[src/rtl/dte_ebus_diag_seq.sv]
// EBUS diagnostic sequencer sitting behind the DTE request executor.
// Takes one DTE transaction at a time (read, write, diag function, release),
// drives the EBUS diag select, strobe and DTE data driver with programmed
// setup/strobe/hold timing, samples the bus and returns a 36-bit reply.
// Data words use PDP-10 bit numbering: bit 0 is the MSB.
module dte_ebus_diag_seq #(
  parameter int SETUP_TICKS  = 2,
  parameter int STROBE_TICKS = 4,
  parameter int HOLD_TICKS   = 2
) (
  input  logic        clk,
  input  logic        rst_n,
  input  logic        req_valid,
  output logic        req_ready,
  input  logic [1:0]  req_type,
  input  logic [6:0]  req_func,
  input  logic [0:35] req_data,
  output logic [6:0]  ebus_ds,
  output logic        ebus_diag_strobe,
  output logic        ebus_driving,
  output logic [0:35] ebus_data_out,
  input  logic [0:35] ebus_data_in,
  output logic        rsp_valid,
  input  logic        rsp_ready,
  output logic [0:35] rsp_data,
  output logic        busy
);

  localparam int DATA_W = 36;
  localparam int FUNC_W = 7;
  localparam int CNT_W  = 4;

  // Counter load values: each phase counts N-1 down to 0, i.e. N cycles.
  localparam int HOLD_M1 = (HOLD_TICKS > 0) ? HOLD_TICKS - 1 : 0;
  localparam logic [CNT_W-1:0] SETUP_LOAD  = CNT_W'(SETUP_TICKS - 1);
  localparam logic [CNT_W-1:0] STROBE_LOAD = CNT_W'(STROBE_TICKS - 1);
  localparam logic [CNT_W-1:0] HOLD_LOAD   = CNT_W'(HOLD_M1);

  localparam logic [1:0] TYPE_READ    = 2'd0;
  localparam logic [1:0] TYPE_WRITE   = 2'd1;
  localparam logic [1:0] TYPE_DIAG    = 2'd2;
  localparam logic [1:0] TYPE_RELEASE = 2'd3;

  typedef enum logic [2:0] {
    ST_IDLE,
    ST_SETUP,
    ST_STROBE,
    ST_HOLD,
    ST_REPLY
  } state_t;

  state_t              state_q, state_d;
  logic [CNT_W-1:0]    cnt_q, cnt_d;
  logic                req_ready_q, req_ready_d;
  logic                busy_q, busy_d;
  logic [FUNC_W-1:0]   ds_q, ds_d;
  logic                strobe_q, strobe_d;
  logic                driving_q, driving_d;
  logic [0:DATA_W-1]   dout_q, dout_d;
  logic                rsp_valid_q, rsp_valid_d;
  logic [0:DATA_W-1]   rsp_data_q, rsp_data_d;

  // Next-state and next-output logic for the whole sequencer.
  always_comb begin
    state_d     = state_q;
    cnt_d       = cnt_q;
    req_ready_d = req_ready_q;
    busy_d      = busy_q;
    ds_d        = ds_q;
    strobe_d    = strobe_q;
    driving_d   = driving_q;
    dout_d      = dout_q;
    rsp_valid_d = rsp_valid_q;
    rsp_data_d  = rsp_data_q;

    case (state_q)
      ST_IDLE: begin
        // req_ready_q is high exactly while idle, so it doubles as the accept qualifier.
        if (req_valid && req_ready_q) begin
          req_ready_d = 1'b0;
          busy_d      = 1'b1;
          case (req_type)
            TYPE_READ: begin
              rsp_data_d  = ebus_data_in;
              rsp_valid_d = 1'b1;
              state_d     = ST_REPLY;
            end
            TYPE_WRITE: begin
              ds_d      = req_func;
              dout_d    = req_data;
              driving_d = 1'b1;
              cnt_d     = SETUP_LOAD;
              state_d   = ST_SETUP;
            end
            TYPE_DIAG: begin
              // Diag function strobes the select only; the driver keeps its state.
              ds_d    = req_func;
              cnt_d   = SETUP_LOAD;
              state_d = ST_SETUP;
            end
            default: begin
              // Release: hand the bus back and report what it now shows.
              driving_d   = 1'b0;
              dout_d      = '0;
              strobe_d    = 1'b0;
              rsp_data_d  = ebus_data_in;
              rsp_valid_d = 1'b1;
              state_d     = ST_REPLY;
            end
          endcase
        end
      end

      ST_SETUP: begin
        if (cnt_q == '0) begin
          strobe_d = 1'b1;
          cnt_d    = STROBE_LOAD;
          state_d  = ST_STROBE;
        end else begin
          cnt_d = cnt_q - 1'b1;
        end
      end

      ST_STROBE: begin
        if (cnt_q == '0) begin
          // Capture the bus during the final strobe-high cycle.
          rsp_data_d = ebus_data_in;
          strobe_d   = 1'b0;
          if (HOLD_TICKS == 0) begin
            rsp_valid_d = 1'b1;
            state_d     = ST_REPLY;
          end else begin
            cnt_d   = HOLD_LOAD;
            state_d = ST_HOLD;
          end
        end else begin
          cnt_d = cnt_q - 1'b1;
        end
      end

      ST_HOLD: begin
        // ebus_ds is left untouched here so the select stays stable after strobe.
        if (cnt_q == '0) begin
          rsp_valid_d = 1'b1;
          state_d     = ST_REPLY;
        end else begin
          cnt_d = cnt_q - 1'b1;
        end
      end

      ST_REPLY: begin
        // rsp_data is not touched here, so it is stable for the whole reply.
        if (rsp_ready) begin
          rsp_valid_d = 1'b0;
          req_ready_d = 1'b1;
          busy_d      = 1'b0;
          state_d     = ST_IDLE;
        end
      end

      default: begin
        state_d     = ST_IDLE;
        cnt_d       = '0;
        req_ready_d = 1'b1;
        busy_d      = 1'b0;
        strobe_d    = 1'b0;
        rsp_valid_d = 1'b0;
      end
    endcase
  end

  // State and registered outputs; asynchronous reset aborts any transaction.
  always_ff @(posedge clk or negedge rst_n) begin
    if (!rst_n) begin
      state_q     <= ST_IDLE;
      cnt_q       <= '0;
      req_ready_q <= 1'b1;
      busy_q      <= 1'b0;
      ds_q        <= '0;
      strobe_q    <= 1'b0;
      driving_q   <= 1'b0;
      dout_q      <= '0;
      rsp_valid_q <= 1'b0;
      rsp_data_q  <= '0;
    end else begin
      state_q     <= state_d;
      cnt_q       <= cnt_d;
      req_ready_q <= req_ready_d;
      busy_q      <= busy_d;
      ds_q        <= ds_d;
      strobe_q    <= strobe_d;
      driving_q   <= driving_d;
      dout_q      <= dout_d;
      rsp_valid_q <= rsp_valid_d;
      rsp_data_q  <= rsp_data_d;
    end
  end

  assign req_ready        = req_ready_q;
  assign busy             = busy_q;
  assign ebus_ds          = ds_q;
  assign ebus_diag_strobe = strobe_q;
  assign ebus_driving     = driving_q;
  assign ebus_data_out    = dout_q;
  assign rsp_valid        = rsp_valid_q;
  assign rsp_data         = rsp_data_q;

endmodule

[config.mk]
export PLATFORM = sky130hd
export DESIGN_NAME = dte_ebus_diag_seq
export DESIGN_NICKNAME = d
export VERILOG_FILES = /design/src/rtl/dte_ebus_diag_seq.sv
export SDC_FILE = /design/constraint.sdc
export NUM_CORES = 1
export LEC_CHECK = 0
export ABC_AREA = 0
export BUFFER_PORTS_ARGS = -buffer_cell sky130_fd_sc_hd__buf_2
export CAP_MARGIN = 5
export CORE_MARGIN = 4
export CORE_UTILIZATION = 40
export DETAILED_ROUTE_END_ITERATION = 10
export HOLD_SLACK_MARGIN = 0.06
export PLACE_DENSITY = 0.68
export SKIP_CTS_REPAIR_TIMING = 1
export SYNTH_ARGS = -nofsm -noshare
export SYNTH_HDL_FRONTEND = slang
export SYNTH_SLANG_ARGS = --single-unit
export TNS_END_PERCENT = 5
[constraint.sdc]
create_clock -name clk -period 2.1 [get_ports clk]
set_clock_uncertainty 0.15 [all_clocks]
set_input_delay 0.42 -clock clk [delete_from_list [all_inputs] [get_ports clk]]
set_output_delay 0.42 -clock clk [all_outputs]
set_load 0.005 [all_outputs]
==> flow_metrics.py <==
metrics = {
    "status": {
        "status": "finished clean",
    },
    "power": {
        "peakVddDrop_mv": 0.683,
        "p_total_w": 0.00745,
        "p_leak_nw": 3.09,
        "power_density_nw_per_um2": 1380,
    },
    "synthesis": {
        "synth_area_leaders": "dfrtp_1 (55%), mux2_4 (11%), mux2i_1 (9.0%), mux2_2 (4.1%), inv_1 (4.0%)",
        "synth_warnings": 0,
        "synthAdderAreaFrac": 0.0152,
        "yosys.area.top_type": "dfrtp_1",
        "synth.cells.most_frequent": "dfrtp_1 (90), inv_1 (44), nand2_1 (38)",
        "yosys.area_share.simple": 0.0732,
        "synth_compound_area_frac": 0.0406,
        "synth_top_area_share": 0.549,
        "yosysMostFrequentCell": "dfrtp_1",
        "netlist_area_sq_um": 4100,
        "synth-seq-cells": 91,
        "synth_enable_flop_cells": 0,
        "synthFlopType": "dfrtp_1",
        "yosysSeqAreaShare": 0.555,
        "synth_xor_area_frac": 0.00213,
        "synth-async-reset-ratio": 1.00,
        "ys_types": 42,
        "synth_mux_area_frac": 0.241,
        "synth.net_count": 410,
        "syn_avg_cell_area_sq_um": 12.8,
        "synth_top_family_by_area": "multiplexers",
        "synth_cells": 320,
    },
    "grt": {
        "grt_pass1_wl_um": 14300,
        "antenna_found_initial": 0,
        "gr-total-overflow": 0,
        "grt_max_degree": 92,
        "grt_usage": 0.152,
        "grt_pass1_vias": 2974,
    },
    "worst_setup_path": {
        "cp_slowest_cell": "dfrtp_1",
        "r2r_setup_slack_ns": 0.07,
        "critPathCaptureType": "flip-flop",
        "critPathRequiredTime_ns": 2.19,
        "cp-start-kind": "flip-flop",
        "cp_cell_sequence": "inv_1 -> ha_1 -> and4bb_4 -> o21ai_4 -> buf_12 -> buf_6 -> mux2_4",
        "cp_slowest_stage_delay_ns": 0.41,
        "critPathKind": "reg2reg",
        "critPathTopFamily": "buffers and inverters",
        "cp.buffers_inverters": 3,
        "crit_fanout": 9,
        "arrival_ns": 2.12,
    },
    "cts": {
        "cts_buffers": 9,
        "cts_tree": "built",
        "clock_latency_ns": 0.35,
        "htreeDepth": 3,
        "cts_root_buf": "clkbuf_8",
        "clockBufferDepth": 2,
        "cts.clk_slew.worst_paths_ns": 0.10,
        "cts.sinks": 91,
    },
    "cells_and_area": {
        "finish.utilization": 0.549,
        "finalNetCount": 588,
        "multiInputGateArea_sq_um": 1530,
        "drive_above_1_share": 0.503,
        "area_growth_pct": 32.0,
        "regArea_sq_um": 2280,
        "n_antenna_cell": 0,
        "n_fill_cell": 849,
        "layoutNonFillerInstCount": 636,
    },
    "floorplan": {
        "io_pins": 169,
        "dieArea_sq_um": 11900,
        "dieHeight_um": 109,
        "core-area_sq_um": 9860,
        "die_width_um": 109,
        "num_rows": 36,
        "start_util": 0.416,
    },
    "timing": {
        "setup_viol": 0,
        "fin_crit_sh": 0.967,
        "rsz0062_at_grt": "false",
        "max_slew_margin": 0.680,
        "maxSlewViolCount": 0,
        "max_freq_ghz": 0.493,
        "fin_crit_ns": 2.03,
        "hold_viol_final": 0,
        "worstMarginPinSlew_ns": 0.480,
        "setup_tns_ns": 0,
    },
    "job": {
        "cap_violations": 0,
    },
    "drt": {
        "drc_errors": 0,
        "ant_nets": 0,
        "viasPerCell": 4.73,
        "drt_wl_total_um": 9570,
        "routed-via-count": 3007,
        "routedWlPerCell_um": 15.1,
        "first_iter_violations": 130,
        "dr.pass1.iters": 4,
    },
    "placement": {
        "port_buffers": 168,
        "dp_cells": 614,
        "gp_congestion": 0.762,
        "dp_hpwl_um": 6760,
    },
    "worst_hold_path": {
        "hp-class": "in2reg",
    },
}
## path summary, 6_finish.rpt
kind,startpoint,end,cells past startpoint
max in group asynchronous,rst_n,req_ready,3
hold / removal,req_valid,req_ready,2
setup / recovery,cnt_q[0],rsp_data[22],7
setup reg to reg,cnt_q[0],rsp_data[22],7
min in group asynchronous,rst_n,rsp_data[11],3
hold reg to reg,req_ready,req_ready,2
## report_power, final
part	switching, W	internal (W)
clock	0.000666	0.000572
combinational	0.00126	0.00179
sequential	0.000545	0.00263
## layout make-up
class,count,area share
flip-flops and latches,91,0.421
multi-input cells,169,0.283
repair buffers,183,0.196
well taps,133,0.0307
inverters,44,0.0305
clock buffers,9,0.0229
clock inverters,7,0.0155
## logic make-up after synthesis
group	count (synthesis)
adders and majority gates	5
muxes	82
xor gates and xnor gates	1
and+or+nand+nor	60
AOI/OAI and AO/OA	21
buffers and inverters	60
DFF	91
## metrics by stage
stage	hold slack (ns)	worst slack [ns]	area, sq um
5_1_grt	0.108	0.00667	5410
4_1_cts	-0.0465	0.0301	5310
3_5_place_dp	0.336	-0.0638	5100
2_1_floorplan	-0.0256	0.0938	4100
3_3_place_gp	0.331	-0.0266	5100
6_report	0.120	0.0701	5410
## placed cells by master (no fill, tap or decap), types with 3 or more instances in the layout
cell type | netlist | routed
nand2_1 | 38 | 38
inv_1 | 44 | 44
buf_4 | 3 | 6
buf_12 | 3 | 5
o2bb2ai_1 | 3 | 3
nor2_1 | 6 | 6
clkbuf_8 | 0 | 9
mux2_4 | 30 | 30
buf_2 | 3 | 167
nor3_1 | 3 | 3
mux2_2 | 15 | 15
mux2i_1 | 37 | 37
ha_1 | 5 | 5
dfrtp_1 | 90 | 90
## state kept, by name, summed over array words and instances (netlist names)
| register | cells |
|---|---|
| req_ready | 1 |
| state_q | 3 |
| ebus_data_out | 36 |
| ebus_diag_strobe | 1 |
| ebus_ds | 7 |
| rsp_data | 36 |
| cnt_q | 4 |
| ebus_driving | 1 |
| rsp_valid | 1 |
| busy | 1 |
## layer usage
layer  GRT usage  wire length (um)
met1       0.189              3990
met2       0.255              4870
met3      0.0361               527
met4      0.0579               186
met5           0                 0
Note: power is estimated with default switching activity, not from simulation.
